### config.mk
export PLATFORM = sky130hd
export DESIGN_NAME = logic_sweep
export DESIGN_NICKNAME = d
export VERILOG_FILES = /design/src/rtl/logic_sweep_pkg.sv /design/src/rtl/logic_sweep_eval.sv /design/src/rtl/logic_sweep.sv
export SDC_FILE = /design/constraint.sdc
export NUM_CORES = 1
export LEC_CHECK = 0
export BUFFER_PORTS_ARGS = -buffer_cell sky130_fd_sc_hd__buf_2
export CAP_MARGIN = 20
export CELL_PAD_IN_SITES_DETAIL_PLACEMENT = 1
export CELL_PAD_IN_SITES_GLOBAL_PLACEMENT = 2
export CORE_MARGIN = 2
export CORE_UTILIZATION = 25
export CTS_CLUSTER_SIZE = 30
export DETAILED_ROUTE_END_ITERATION = 12
export PLACE_DENSITY = 0.66
export SKIP_CTS_REPAIR_TIMING = 1
export SLEW_MARGIN = 5
export SYNTH_ARGS = -nofsm -noshare
export SYNTH_HDL_FRONTEND = slang
export SYNTH_SLANG_ARGS = --single-unit
### constraint.sdc
create_clock -name clk -period 2.7 [get_ports clk]
set_input_delay 0.54 -clock clk [delete_from_list [all_inputs] [get_ports clk]]
set_output_delay 0.54 -clock clk [all_outputs]
set_load 0.01 [all_outputs]
### src/rtl/logic_sweep_pkg.sv
// Shared mode encodings and FSM state type for the truth-table sweeper.
// Pure declarations; no logic, no latency, no flow control.
package logic_sweep_pkg;

    localparam logic [2:0] MODE_NOR  = 3'b000;
    localparam logic [2:0] MODE_NAND = 3'b001;
    localparam logic [2:0] MODE_AND  = 3'b010;
    localparam logic [2:0] MODE_OR   = 3'b011;
    localparam logic [2:0] MODE_XOR  = 3'b100;
    localparam logic [2:0] MODE_XNOR = 3'b101;

    typedef enum logic [1:0] {
        ST_IDLE = 2'd0,
        ST_RUN  = 2'd1,
        ST_DONE = 2'd2
    } state_t;

endpackage

### src/rtl/logic_sweep_eval.sv
// Combinational gate evaluator: reduces vec through the gate chosen by mode.
// Zero latency, no backpressure; reserved modes evaluate to 0.
module logic_eval
    import logic_sweep_pkg::*;
#(
    parameter int WIDTH = 2
) (
    input  logic [2:0]       mode,
    input  logic [WIDTH-1:0] vec,
    output logic             s
);

    always_comb begin
        s = 1'b0;
        case (mode)
            MODE_NOR:  s = ~(|vec);
            MODE_NAND: s = ~(&vec);
            MODE_AND:  s = &vec;
            MODE_OR:   s = |vec;
            MODE_XOR:  s = ^vec;
            MODE_XNOR: s = ~(^vec);
            default:   s = 1'b0;
        endcase
    end

endmodule

### src/rtl/logic_sweep.sv
// Sweeps all 2^WIDTH input rows through one gate, one row per cycle, counting ones.
// First row 1 cycle after start; optional LOGIC_SWEEP_HOLD_EN adds a hold input that stalls RUN.
module logic_sweep
    import logic_sweep_pkg::*;
#(
    parameter int WIDTH = 2
) (
    input  logic             clk,
    input  logic             reset,
    input  logic             start,
    input  logic [2:0]       mode,
`ifdef LOGIC_SWEEP_HOLD_EN
    input  logic             hold,
`endif
    output logic             busy,
    output logic             valid,
    output logic [WIDTH-1:0] vec,
    output logic             s,
    output logic [WIDTH:0]   ones_cnt,
    output logic             done
);

    localparam logic [WIDTH-1:0] LAST_ROW = '1;

    state_t           state;
    logic [2:0]       mode_q;
    logic             hold_eff;
    logic [2:0]       eval_mode;
    logic [WIDTH-1:0] eval_vec;
    logic             s_next;

`ifdef LOGIC_SWEEP_HOLD_EN
    assign hold_eff = hold;
`else
    assign hold_eff = 1'b0;
`endif

    // The evaluator always looks one row ahead so s lands in the same register stage as vec.
    assign eval_mode = (state == ST_IDLE) ? mode : mode_q;
    assign eval_vec  = (state == ST_IDLE) ? '0 : vec + WIDTH'(1);

    logic_eval #(.WIDTH(WIDTH)) u_eval (
        .mode (eval_mode),
        .vec  (eval_vec),
        .s    (s_next)
    );

    always_ff @(posedge clk) begin
        if (reset) begin
            state    <= ST_IDLE;
            mode_q   <= MODE_NOR;
            busy     <= 1'b0;
            valid    <= 1'b0;
            done     <= 1'b0;
            s        <= 1'b0;
            vec      <= '0;
            ones_cnt <= '0;
        end else begin
            case (state)
                ST_IDLE: begin
                    done <= 1'b0;
                    if (start) begin
                        state    <= ST_RUN;
                        mode_q   <= mode;
                        busy     <= 1'b1;
                        valid    <= 1'b1;
                        vec      <= '0;
                        s        <= s_next;
                        ones_cnt <= '0;
                    end
                end
                ST_RUN: begin
                    // A row is counted once, on the edge after it was shown with valid set.
                    ones_cnt <= ones_cnt + (WIDTH+1)'(valid & s);
                    if (hold_eff) begin
                        valid <= 1'b0;
                    end else if (vec == LAST_ROW) begin
                        state <= ST_DONE;
                        busy  <= 1'b0;
                        valid <= 1'b0;
                        done  <= 1'b1;
                    end else begin
                        vec   <= eval_vec;
                        s     <= s_next;
                        valid <= 1'b1;
                    end
                end
                ST_DONE: begin
                    state <= ST_IDLE;
                    done  <= 1'b0;
                end
                default: begin
                    state <= ST_IDLE;
                    busy  <= 1'b0;
                    valid <= 1'b0;
                    done  <= 1'b0;
                end
            endcase
        end
    end

endmodule

==> flow_summary.toml <==
[drt]
wirelength_um = 1840
viasPerCell = 5.258
drt_pass1_iterations = 4
drc = 0
drt_iter0_markers = 14
routedWlPerCell_um = 14.38
dr_total_vias = 673
antenna_left = 0

[logic_synthesis]
synth_edf_count = 0
yosys_warnings = 0
ys_seq_area_share_pct = 37.15
async_reset_ff_share_pct = 0
synth_nets = 91
ys_ff_latch = 14
synthFlopType = "dfxtp_1"
synth_cells = 81
synth_area_um2 = 754.5
synth_cell_types = 33
avgSynthCellArea_um2 = 9.314

[cts]
cts_sinks = 14
htree_num_levels = 1
numCtsBuffers = 3
cts_tree = "built"
clkTransAtPathRegs_ps = 90
clk_latency_ps = 280
clockBufferDepth = 2
clockRootBuffer = "clkbuf_4"

[critical_path]
cp_slowest_cell = "dfxtp_1"
crit_path_start_kind = "flip-flop"
worstPathArrival_ps = 2350
slowest_delay_ps = 590
required_ps = 2900
cp-end-kind = "flip-flop"
critical_path.cell_chain = "nor2_4 -> or2_2 -> ha_1 -> o21ai_0 -> or4b_1 -> a311oi_1"
crit_path_max_fanout = 12
critical_path_class = "reg -> reg"

[finish]
diodes = 0
nets = 108
final_area_um2 = 894.6
synthToLayoutAreaGrowth_pct = 18.57
drive_above_1_share_pct = 24.74
nFillCells = 343
regArea_um2 = 280.3
multiInputGateArea_um2 = 461.7

[outcome]
status = "finished clean"

[sta]
rsz0062_at_grt = "false"
final_max_slew_viol_count = 0
finClkSkew_ps = 6.443
layout_setup_ws_ps = 556.5
slew_headroom_pct = 71.55
whs_ps = 486.2
hold_viol_final = 0
min_period_over_period_pct = 79.39
worst_pin_slew_ps = 426.1
finalSetupViolCount = 0
fmax_ghz = 0.4665
fin_tns_setup_ps = 0
fin_crit_ps = 2144

[placement]
place_area_um2 = 858.3
pre_cts_ws_ps = 562.5
dp_hpwl_um = 1411
place_congestion = 0.7621
port_buffers = 14

[die]
start_util_pct = 26.90
core_um2 = 2805
rows = 19
die_area_um2 = 3473
die_w_um = 58.94
io_pins = 15
die-height_um = 58.94

[worst_hold_path]
hold_path_class = "reg -> reg"

[global_route]
grt_pass1_wl_um = 2918
grt_pass1_vias = 637
grt_use_total_pct = 11.57
grt_start_max_net_pins = 15
antenna_found_initial = 0
overflow = 0

[run]
max-cap-violations = 0

[power_and_ir_drop]
vdd_drop_max_uv = 247.3
p_leak_nw = 0.4055
power_density_nw_per_um2 = 522.3
-- worst max-delay path, delay by kind of cell, from the launching register on --
| kind | cells | cell delay [ps] |
|---|---|---|
| AO/OA/AOI/OAI | 2 | 310 |
| flip-flops | 1 | 590 |
| AND/OR/NAND/NOR | 3 | 840 |
| adder cells (fa/ha/maj) | 1 | 300 |
-- power by group --
part           total, mW  internal (mW)  switching (mW)
Sequential         0.228          0.217          0.0105
Combinational     0.0847         0.0403          0.0445
Clock              0.155         0.0821          0.0727
Total              0.467          0.340           0.128
-- Yosys cell counts (all sizes together), types with 2 or more instances --
master	count	area (µm²)
dfxtp	14	280.3
nor3b	3	22.52
a22oi	5	37.54
nand2	3	11.26
o21bai	2	15.01
ha	4	50.05
o21ai	3	15.01
or2	2	12.51
nor4b	2	17.52
clkbuf	2	7.510
nor3	2	10.01
nor2	13	56.30
nor2b	3	18.77
mux2i	5	50.05
mux2	2	26.27
-- area by class of cell --
| cell class | instances | share of cell area, % |
|---|---|---|
| clock buffers | 4 | 4.056 |
| repair buffers | 15 | 8.671 |
| flip-flops and latches | 14 | 31.33 |
| multi-input cells | 64 | 51.61 |
| well taps | 31 | 4.336 |
-- sequential cells by signal (all words and copies together), names as in the netlist --
signal    cells
mode_q        3
ones_cnt      3
state         2
vec           2
busy          1
done          1
s             1
valid         1
-- through the flow --
step	cells	power, mW	util (%)
6_report	128	0.4673	31.89
5_1_grt	128	0.4974	31.89
4_1_cts	128	0.4783	31.89
3_5_place_dp	124	0.3187	30.60
3_3_place_gp	124	0.3165	30.60
2_1_floorplan	81	0.2889	-
-- routing by layer --
| metal | up-vias | track usage (%) | part of all wire (%) |
|---|---|---|---|
| li1 | 332 | - | - |
| met1 | 324 | 13.78 | 46 |
| met4 | 0 | 4.870 | 1.3 |
| met2 | 13 | 18.57 | 48 |
| met5 | - | 0 | 0 |
| met3 | 4 | 4.396 | 4.3 |
-- kinds of logic after synthesis --
family / after synthesis / share of synthesized area [%]
AND/OR/NAND/NOR: 35 / 27.20
buffers and inverters: 3 / 1.658
flip-flops: 14 / 37.15
AO/OA/AOI/OAI: 18 / 17.25
multiplexers: 7 / 10.12
adder cells (fa/ha/maj): 4 / 6.634
-- final timing paths --
check,from,endpoint,cells past startpoint,slack [ps]
max,state[1],s,6,560
min,busy,busy,2,490
max reg2reg,state[1],s,6,560
min reg2reg,busy,busy,2,490
-- cell usage in the layout (no fill, tap or decap), types with 2 or more instances in the layout --
| cell | Yosys | layout |
|---|---|---|
| a22oi_1 | 5 | 5 |
| buf_2 | 1 | 14 |
| clkbuf_4 | 0 | 3 |
| dfxtp_1 | 14 | 14 |
| ha_1 | 4 | 4 |
| mux2i_1 | 5 | 5 |
| nand2_1 | 3 | 3 |
| nor2_1 | 12 | 12 |
| nor2b_1 | 3 | 3 |
| nor3_1 | 2 | 2 |
| nor3b_1 | 3 | 3 |
| nor4b_1 | 2 | 2 |
| o21ai_0 | 3 | 3 |
| o21bai_1 | 2 | 2 |
| or2_2 | 2 | 2 |
Power figures use the tool's default switching activity.
